## src/rtl/uop_regroup_if.sv

```systemverilog
// Commit-side bundle for uop_regroup: committed micro-op stream in, regrouped
// ISA-instruction records out through a ready/valid FIFO head.
`ifndef SIZE_ADDR
`define SIZE_ADDR 16
`endif
`ifndef SIZE_DATA
`define SIZE_DATA 32
`endif

interface uop_regroup_if;
    logic                  iw_valid;
    logic [`SIZE_ADDR-1:0] iw_pc;
    logic [`SIZE_DATA-1:0] iw_instr;
    logic                  iw_flush;
    logic                  iw_ready;
    logic                  ow_valid;
    logic [`SIZE_ADDR-1:0] ow_pc;
    logic [3:0]            ow_kind;
    logic [2:0]            ow_uops;
    logic [`SIZE_DATA-1:0] ow_head;
    logic [`SIZE_DATA-1:0] ow_tail;
    logic                  ow_ovf;

    modport master (
        output iw_valid, iw_pc, iw_instr, iw_flush, iw_ready,
        input  ow_valid, ow_pc, ow_kind, ow_uops, ow_head, ow_tail, ow_ovf
    );
    modport slave (
        input  iw_valid, iw_pc, iw_instr, iw_flush, iw_ready,
        output ow_valid, ow_pc, ow_kind, ow_uops, ow_head, ow_tail, ow_ovf
    );
endinterface

```

## src/rtl/uop_regroup.sv

```systemverilog
// Collapses committed micro-op expansions (call/ret/push/pop) back into one record
// per macro. Word layout: [31:24] opcode, [23:20] rA/ARt, [19:16] rB/ARs, [15:0] imm.
`ifndef SIZE_ADDR
`define SIZE_ADDR 16
`endif
`ifndef SIZE_DATA
`define SIZE_DATA 32
`endif

module uop_regroup #(
    parameter int FIFO_DEPTH = 4
) (
    input logic          iw_clk,
    input logic          iw_rst,
    uop_regroup_if.slave bus
);
    localparam int PTR_W = $clog2(FIFO_DEPTH);
    localparam int CNT_W = PTR_W + 1;

    localparam logic [7:0] OP_SRSUBSI = 8'h10, OP_SRADDSI = 8'h11, OP_SUBASI = 8'h12,
                           OP_ADDASI  = 8'h13, OP_SRSTSO  = 8'h14, OP_SRMOVUR = 8'h15,
                           OP_JCCUR   = 8'h16, OP_JCCUI   = 8'h17, OP_BCCSR   = 8'h18,
                           OP_BALSO   = 8'h19, OP_SRLDSO  = 8'h1A, OP_SRJCCSO = 8'h1B,
                           OP_STUR    = 8'h1C, OP_STASO   = 8'h1D, OP_LDSO    = 8'h1E,
                           OP_LDASO   = 8'h1F;
    localparam logic [3:0] SR_SSP = 4'd1, SR_LR = 4'd2, SR_PC = 4'd3;
    localparam logic [2:0] G_CALL = 3'd0, G_RET = 3'd1, G_PUSH = 3'd2, G_PUSHA = 3'd3,
                           G_POP = 3'd4, G_POPA = 3'd5;
    localparam logic [3:0] K_PLAIN = 4'd0, K_PARTIAL = 4'd15;

    typedef struct packed {
        logic [`SIZE_ADDR-1:0] pc;
        logic [3:0]            kind;
        logic [2:0]            uops;
        logic [`SIZE_DATA-1:0] head;
        logic [`SIZE_DATA-1:0] tail;
    } rec_t;

    typedef enum logic {IDLE, PEND} state_t;

    // Returns {is_head, group type}.
    function automatic logic [3:0] decode_head(input logic [`SIZE_DATA-1:0] w);
        logic [3:0] r;
        r = 4'd0;
        case (w[31:24])
            OP_SRSUBSI: if (w[23:20] == SR_SSP && w[13:0] == 14'd2) r = {1'b1, G_CALL};
            OP_SRADDSI: if (w[23:20] == SR_SSP && w[13:0] == 14'd2) r = {1'b1, G_RET};
            OP_SUBASI: begin
                if (w[11:0] == 12'd1)      r = {1'b1, G_PUSH};
                else if (w[11:0] == 12'd2) r = {1'b1, G_PUSHA};
            end
            OP_ADDASI: begin
                if (w[11:0] == 12'd1)      r = {1'b1, G_POP};
                else if (w[11:0] == 12'd2) r = {1'b1, G_POPA};
            end
            default: r = 4'd0;
        endcase
        return r;
    endfunction

    function automatic logic uop_matches(input logic [2:0] gtype, input logic [2:0] idx,
                                         input logic [`SIZE_DATA-1:0] head,
                                         input logic [`SIZE_DATA-1:0] w);
        logic m;
        m = 1'b0;
        case (gtype)
            G_CALL: case (idx)
                3'd1: m = w[31:24] == OP_SRSTSO && w[23:20] == SR_SSP && w[19:16] == SR_LR
                          && w[13:0] == 14'd0;
                3'd2: m = w[31:24] == OP_SRMOVUR && w[23:20] == SR_LR && w[19:16] == SR_PC;
                3'd3: m = w[31:24] inside {OP_JCCUR, OP_JCCUI, OP_BCCSR, OP_BALSO};
                default: m = 1'b0;
            endcase
            G_RET: case (idx)
                3'd1: m = w[31:24] == OP_SRLDSO && w[23:20] == SR_LR && w[19:16] == SR_SSP
                          && w[13:0] == 14'h3FFE;
                3'd2: m = w[31:24] == OP_SRJCCSO && w[23:20] == SR_LR;
                default: m = 1'b0;
            endcase
            G_PUSH:  m = w[31:24] == OP_STUR  && w[23:20] == head[23:20];
            G_PUSHA: m = w[31:24] == OP_STASO && w[23:20] == head[23:20];
            G_POP:   m = w[31:24] == OP_LDSO  && w[19:16] == head[23:20];
            G_POPA:  m = w[31:24] == OP_LDASO && w[19:16] == head[23:20];
            default: m = 1'b0;
        endcase
        return m;
    endfunction

    function automatic logic [3:0] final_kind(input logic [2:0] gtype,
                                              input logic [`SIZE_DATA-1:0] w);
        logic [3:0] k;
        case (gtype)
            G_CALL: case (w[31:24])
                OP_JCCUR: k = 4'd1;
                OP_JCCUI: k = 4'd2;
                OP_BCCSR: k = 4'd3;
                default:  k = 4'd4;
            endcase
            G_RET:   k = 4'd5;
            G_PUSH:  k = 4'd6;
            G_PUSHA: k = 4'd7;
            G_POP:   k = 4'd8;
            default: k = 4'd9;
        endcase
        return k;
    endfunction

    function automatic logic [2:0] group_len(input logic [2:0] gtype);
        case (gtype)
            G_CALL:  return 3'd4;
            G_RET:   return 3'd3;
            default: return 3'd2;
        endcase
    endfunction

    state_t                state, state_nxt;
    logic [`SIZE_ADDR-1:0] h_pc;
    logic [`SIZE_DATA-1:0] h_head, h_tail;
    logic [2:0]            h_type, h_cnt;
    logic [3:0]            cur_head;
    logic                  load_grp, adv_grp, push0, push1;
    rec_t                  rec0, rec1, plain_rec, held_rec, done_rec;

    rec_t                  mem [FIFO_DEPTH];
    logic [PTR_W-1:0]      wr_ptr, rd_ptr;
    logic [CNT_W-1:0]      fcnt, free_slots;
    logic                  fifo_pop, keep0, keep1, drop, ovf;
    rec_t                  head_rec;

    assign cur_head  = decode_head(bus.iw_instr);
    assign plain_rec = '{pc: bus.iw_pc, kind: K_PLAIN, uops: 3'd1,
                         head: bus.iw_instr, tail: bus.iw_instr};
    assign held_rec  = '{pc: h_pc, kind: (h_cnt == 3'd1) ? K_PLAIN : K_PARTIAL,
                         uops: h_cnt, head: h_head, tail: h_tail};
    assign done_rec  = '{pc: h_pc, kind: final_kind(h_type, bus.iw_instr),
                         uops: group_len(h_type), head: h_head, tail: bus.iw_instr};

    always_comb begin
        state_nxt = state;
        load_grp  = 1'b0;
        adv_grp   = 1'b0;
        push0     = 1'b0;
        push1     = 1'b0;
        rec0      = plain_rec;
        rec1      = plain_rec;
        case (state)
            IDLE: if (!bus.iw_flush && bus.iw_valid) begin
                if (cur_head[3]) begin
                    load_grp  = 1'b1;
                    state_nxt = PEND;
                end else begin
                    push0 = 1'b1;
                end
            end
            PEND: if (bus.iw_flush) begin
                push0     = 1'b1;
                rec0      = held_rec;
                state_nxt = IDLE;
            end else if (bus.iw_valid) begin
                if (bus.iw_pc == h_pc && uop_matches(h_type, h_cnt, h_head, bus.iw_instr)) begin
                    if (h_cnt + 3'd1 == group_len(h_type)) begin
                        push0     = 1'b1;
                        rec0      = done_rec;
                        state_nxt = IDLE;
                    end else begin
                        adv_grp = 1'b1;
                    end
                end else begin
                    // Held group goes out first; the current op is then treated as in IDLE.
                    push0 = 1'b1;
                    rec0  = held_rec;
                    if (cur_head[3]) begin
                        load_grp  = 1'b1;
                        state_nxt = PEND;
                    end else begin
                        push1     = 1'b1;
                        state_nxt = IDLE;
                    end
                end
            end
            default: state_nxt = IDLE;
        endcase
    end

    // Space is judged after this cycle's pop; the second record loses when only one slot is free.
    assign fifo_pop   = (fcnt != '0) && bus.iw_ready;
    assign free_slots = CNT_W'(FIFO_DEPTH) - fcnt + CNT_W'(fifo_pop);
    assign keep0      = push0 && (free_slots != '0);
    assign keep1      = push1 && (free_slots >= CNT_W'(2));
    assign drop       = (push0 && !keep0) || (push1 && !keep1);

    always_ff @(posedge iw_clk or posedge iw_rst) begin
        if (iw_rst) begin
            state  <= IDLE;
            h_cnt  <= 3'd0;
            wr_ptr <= '0;
            rd_ptr <= '0;
            fcnt   <= '0;
            ovf    <= 1'b0;
        end else begin
            state <= state_nxt;
            if (load_grp)     h_cnt <= 3'd1;
            else if (adv_grp) h_cnt <= h_cnt + 3'd1;
            wr_ptr <= wr_ptr + PTR_W'(keep0) + PTR_W'(keep1);
            rd_ptr <= rd_ptr + PTR_W'(fifo_pop);
            fcnt   <= fcnt + CNT_W'(keep0) + CNT_W'(keep1) - CNT_W'(fifo_pop);
            if (drop) ovf <= 1'b1;
        end
    end

    always_ff @(posedge iw_clk) begin
        if (load_grp) begin
            h_pc   <= bus.iw_pc;
            h_head <= bus.iw_instr;
            h_tail <= bus.iw_instr;
            h_type <= cur_head[2:0];
        end else if (adv_grp) begin
            h_tail <= bus.iw_instr;
        end
        if (keep0) mem[wr_ptr] <= rec0;
        if (keep1) mem[wr_ptr + PTR_W'(1)] <= rec1;
    end

    assign head_rec     = mem[rd_ptr];
    assign bus.ow_valid = (fcnt != '0);
    assign bus.ow_pc    = bus.ow_valid ? head_rec.pc   : '0;
    assign bus.ow_kind  = bus.ow_valid ? head_rec.kind : '0;
    assign bus.ow_uops  = bus.ow_valid ? head_rec.uops : '0;
    assign bus.ow_head  = bus.ow_valid ? head_rec.head : '0;
    assign bus.ow_tail  = bus.ow_valid ? head_rec.tail : '0;
    assign bus.ow_ovf   = ovf;
endmodule

```

## src/flat_wrapper.sv

```systemverilog
// flat-port wrapper written by rule: the top's interface ports become plain ports
module uop_regroup_flat 
#(
    parameter int FIFO_DEPTH = 4
)
  (iw_clk, iw_rst, bus_iw_valid, bus_iw_pc, bus_iw_instr, bus_iw_flush, bus_iw_ready, bus_ow_valid, bus_ow_pc, bus_ow_kind, bus_ow_uops, bus_ow_head, bus_ow_tail, bus_ow_ovf);
  uop_regroup_if bus_i ();
  input logic iw_clk;
  input logic iw_rst;
  input wire logic [$bits(bus_i.iw_valid)-1:0] bus_iw_valid;
  input wire logic [$bits(bus_i.iw_pc)-1:0] bus_iw_pc;
  input wire logic [$bits(bus_i.iw_instr)-1:0] bus_iw_instr;
  input wire logic [$bits(bus_i.iw_flush)-1:0] bus_iw_flush;
  input wire logic [$bits(bus_i.iw_ready)-1:0] bus_iw_ready;
  output wire logic [$bits(bus_i.ow_valid)-1:0] bus_ow_valid;
  output wire logic [$bits(bus_i.ow_pc)-1:0] bus_ow_pc;
  output wire logic [$bits(bus_i.ow_kind)-1:0] bus_ow_kind;
  output wire logic [$bits(bus_i.ow_uops)-1:0] bus_ow_uops;
  output wire logic [$bits(bus_i.ow_head)-1:0] bus_ow_head;
  output wire logic [$bits(bus_i.ow_tail)-1:0] bus_ow_tail;
  output wire logic [$bits(bus_i.ow_ovf)-1:0] bus_ow_ovf;
  assign bus_i.iw_valid = bus_iw_valid;
  assign bus_i.iw_pc = bus_iw_pc;
  assign bus_i.iw_instr = bus_iw_instr;
  assign bus_i.iw_flush = bus_iw_flush;
  assign bus_i.iw_ready = bus_iw_ready;
  assign bus_ow_valid = bus_i.ow_valid;
  assign bus_ow_pc = bus_i.ow_pc;
  assign bus_ow_kind = bus_i.ow_kind;
  assign bus_ow_uops = bus_i.ow_uops;
  assign bus_ow_head = bus_i.ow_head;
  assign bus_ow_tail = bus_i.ow_tail;
  assign bus_ow_ovf = bus_i.ow_ovf;
  uop_regroup #(.FIFO_DEPTH(FIFO_DEPTH)) u_core (.iw_clk(iw_clk), .iw_rst(iw_rst), .bus(bus_i));
endmodule
```

## config.mk

```make
export PLATFORM = sky130hd
export DESIGN_NAME = uop_regroup_flat
export DESIGN_NICKNAME = d
export VERILOG_FILES = /design/src/rtl/uop_regroup_if.sv /design/src/rtl/uop_regroup.sv /design/src/flat_wrapper.sv
export SDC_FILE = /design/constraint.sdc
export NUM_CORES = 1
export LEC_CHECK = 0
export BUFFER_PORTS_ARGS = -buffer_cell sky130_fd_sc_hd__buf_2
export CORE_UTILIZATION = 30
export CTS_CLUSTER_DIAMETER = 120
export DETAILED_ROUTE_END_ITERATION = 12
export SLEW_MARGIN = 25
export SYNTH_ARGS = -nofsm -noshare
export SYNTH_HDL_FRONTEND = slang
export SYNTH_SLANG_ARGS = --single-unit
export TNS_END_PERCENT = 1
```

## constraint.sdc

```tcl
create_clock -name iw_clk -period 8.85 [get_ports iw_clk]
set_clock_uncertainty 0.2 [all_clocks]
set_input_delay 1.3275 -clock iw_clk [delete_from_list [all_inputs] [get_ports iw_clk]]
set_output_delay 1.3275 -clock iw_clk [all_outputs]
set_load 0.1 [all_outputs]
```

==> results.toml <==
[hold_path]
whs_path_depth = 2
hold_start = "u_core.mem[1][65]"
hold_path_class = "register to register"
min_to = "u_core.mem[1][65]"

[timing]
rsz0062_at_grt = "no"
slew_violations = 0
max-slew-margin-rel_pct = 29.30
post-route-period-util_pct = 67.14
fmax_mhz = 168.3
tns_ns = 0
tightest_slew_ns = 1.055
layout_min_cycle_time_ns = 5.942
setup_violations = 0
setup_slack_ns = 2.908
hold_viol_final = 0

[clock_network]
htree_levels = 2
cts_resized = 0
clk_latency_ns = 0.61
clkSlewWorstSetupHoldPaths_ns = 0.06
cts_inserted_buffers = 47
cts_root_buf = "clkbuf_16"
hold_buffers = 0
cts_buffer_depth = 3
cts_tree = "built"
clkSinkCount = 443
cts_setup_buffers = 0

[pwr]
p_leak_nw = 8.094
p_per_area_nw_per_um2 = 355.2
max-vdd-ir-drop_uv = 292.5

[placement]
dp_slack_ns = 2.343
dp_hpwl_mm = 36.47
finalWeightedCongestion = 0.8627
placed_cell_area_sq_um = 22600
portBuffers = 141

[synth]
yosysSeqAreaShare_pct = 61.75
synth_top_area_share_pct = 57.65
synth_area_leaders = "edfxtp_1 (58%), a22o_1 (13%), mux4_2 (9.3%), dfxtp_1 (2.7%), and2_1 (2.7%)"
synthFlopType = "edfxtp_1"
synth_cell_types = 68
synth_area_sq_um = 20990
yosys.area.top_type = "edfxtp_1"
yosysWarnings = 0
avgSynthCellArea_sq_um = 15.21
syn_nets = 1444
ys_async_sr_fraction_pct = 2.709
synth-edff-count = 403
syn_inst = 1380
synth-seq-cells = 443

[job]
drv_cap = 0

[routing]
drc = 0
via_count = 13530
wl_per_cell_microns = 25.63
detail_route.wirelength_mm = 61.93
drtPass1Iterations = 7
final_antenna_net_count = 0
drtIter0Drc = 1323
via_per_inst = 5.599

[setup_path]
worst_setup_path_end_kind = "register"
start_kind = "primary input"
critPathArrivalTime_ns = 5.97
critical_path_class = "primary input to register"
reg2reg_to = "u_core.mem[3][81]"
worstPathRequired_ns = 8.88
r2r-start = "u_core.fcnt[0]"
r2r_setup_slack_ns = 3.10
cp_max_fo = 44
reg2regPathDepth = 16

[die]
die_w_microns = 266.5
start_util_pct = 30.44
core_sq_um = 68950
num_rows = 96
die_h_microns = 266.5
pin_count = 142
die-area_sq_um = 71030

[global_routing]
overflow = 0
grt_pass1_vias = 13400
grt_max_degree = 90
grt_pass1_wl_mm = 90.29
track_usage_pct = 17.12
antenna_found_initial = 5

[final_layout]
final_area_sq_um = 24150
areaGrowthSynthToFinish_pct = 15.04
nets = 1509
fin_util_pct = 35.02
drive_gt1_share_pct = 25.08

[outcome]
status = "finished clean"
==> synth_stat cells (3+ instances only) <==
master,instances
edfxtp_1,403
a22o_1,308
and2_1,89
mux4_2,87
clkbuf_1,83
buf_2,40
dfxtp_1,28
nand2_1,25
nor3_1,20
o211ai_1,20
buf_1,19
xnor2_1,19
inv_1,15
nor2_1,15
xor2_1,13
a21oi_1,12
dfrtp_1,12
o21ai_0,12
o2bb2ai_1,12
nand4_1,11
nor4_1,10
o31ai_1,10
ha_1,8
nand2b_1,8
o21ai_1,8
mux2i_1,6
buf_4,5
nand3_1,5
o21ai_2,5
a31oi_1,4
a32o_1,4
buf_6,4
nand3b_1,4
nor4b_1,4
or2_2,4
a21o_1,3
fa_1,3
nor2b_1,3
o21ai_4,3
==> through the flow <==
step           hold slack, ns  std cells  total power, mW
6_report               0.2888       2416            8.578
3_5_place_dp           0.2804       2326            6.702
2_1_floorplan          0.2595       1380            5.853
5_1_grt                0.3154       2414            8.858
3_3_place_gp           0.2683       2326            6.673
4_1_cts                0.2888       2413            8.666
==> cell type report <==
cell class / count / area, sq um
Timing Repair Buffer: 167 / 924.6
Antenna cell: 2 / 5.005
Tap cell: 931 / 1165
Multi-Input combinational cell: 770 / 7506
Clock buffer: 58 / 1217
Fill cell: 6598 / 44800
Inverter: 16 / 61.31
Clock inverter: 29 / 297.8
Sequential cell: 443 / 12970
==> state kept, by name (all words and copies together), names as in the netlist <==
register	flops
u_core.h_pc	16
u_core.bus.ow_ovf	1
u_core.h_cnt	3
u_core.mem	348
u_core.fcnt	3
u_core.wr_ptr	2
u_core.rd_ptr	2
u_core.state	1
u_core.h_head	32
u_core.h_tail	32
u_core.h_type	3
==> worst max-delay path: stages <==
cell	delay [ns]
buf_2	0.18
nor4b_4	0.61
nand4_1	0.48
a21oi_2	0.52
o31ai_1	0.18
a211oi_1	0.26
a21o_1	0.18
buf_4	0.45
inv_1	0.14
nand3_1	0.50
nand2_4	0.52
buf_4	0.56
==> metal layers <==
metal	up-vias	part of all wire, %	GRT usage [%]
li1	5769	-	-
met5	-	0.027	0
met2	571	49	28.60
met4	2	2.3	5.266
met1	7085	41	22.93
met3	99	6.7	2.473
==> cell families (layout without fill, tap and decap cells) <==
kind of cell	after synthesis	in the layout	share of synthesized area [%]
AOI/OAI and AO/OA	419	419	16.91
xor gates and xnor gates	32	32	1.335
adders and majority gates	11	11	0.7630
buffers and inverters	167	270	3.457
DFF	443	443	61.75
muxes	93	93	9.621
other	0	2	0
and+or+nand+nor	215	215	6.158
==> placed cells by master, fill, tap and decap left out, types with 13 or more instances in the layout <==
master,instances
a22o_1,308
and2_1,89
buf_2,141
buf_4,24
clkbuf_16,47
clkinv_1,13
dfxtp_1,28
edfxtp_1,403
inv_1,14
mux4_2,87
nand2_1,21
nor2_1,15
o211ai_1,20
xnor2_1,19
xor2_1,13
==> how the worst max path moves through the flow <==
stage,from,cells after the start,end
2_1_floorplan,u_core.fcnt[0],17,u_core.mem[3][0]
3_3_place_gp,bus_iw_instr[29],12,u_core.mem[3][80]
3_5_place_dp,bus_iw_instr[29],12,u_core.mem[3][4]
4_1_cts,u_core.fcnt[0],16,u_core.mem[3][81]
5_1_grt,bus_iw_instr[29],12,u_core.mem[3][81]
6_report,bus_iw_instr[29],12,u_core.mem[3][81]
==> report_power, final <==
| group | switching [mW] | total (mW) | internal [mW] |
|---|---|---|---|
| sequential | 0.116 | 2.65 | 2.53 |
| combinational | 3.08 | 3.96 | 0.881 |
| clock | 0.847 | 1.97 | 1.13 |
Note: power is estimated with default switching activity, not from simulation.
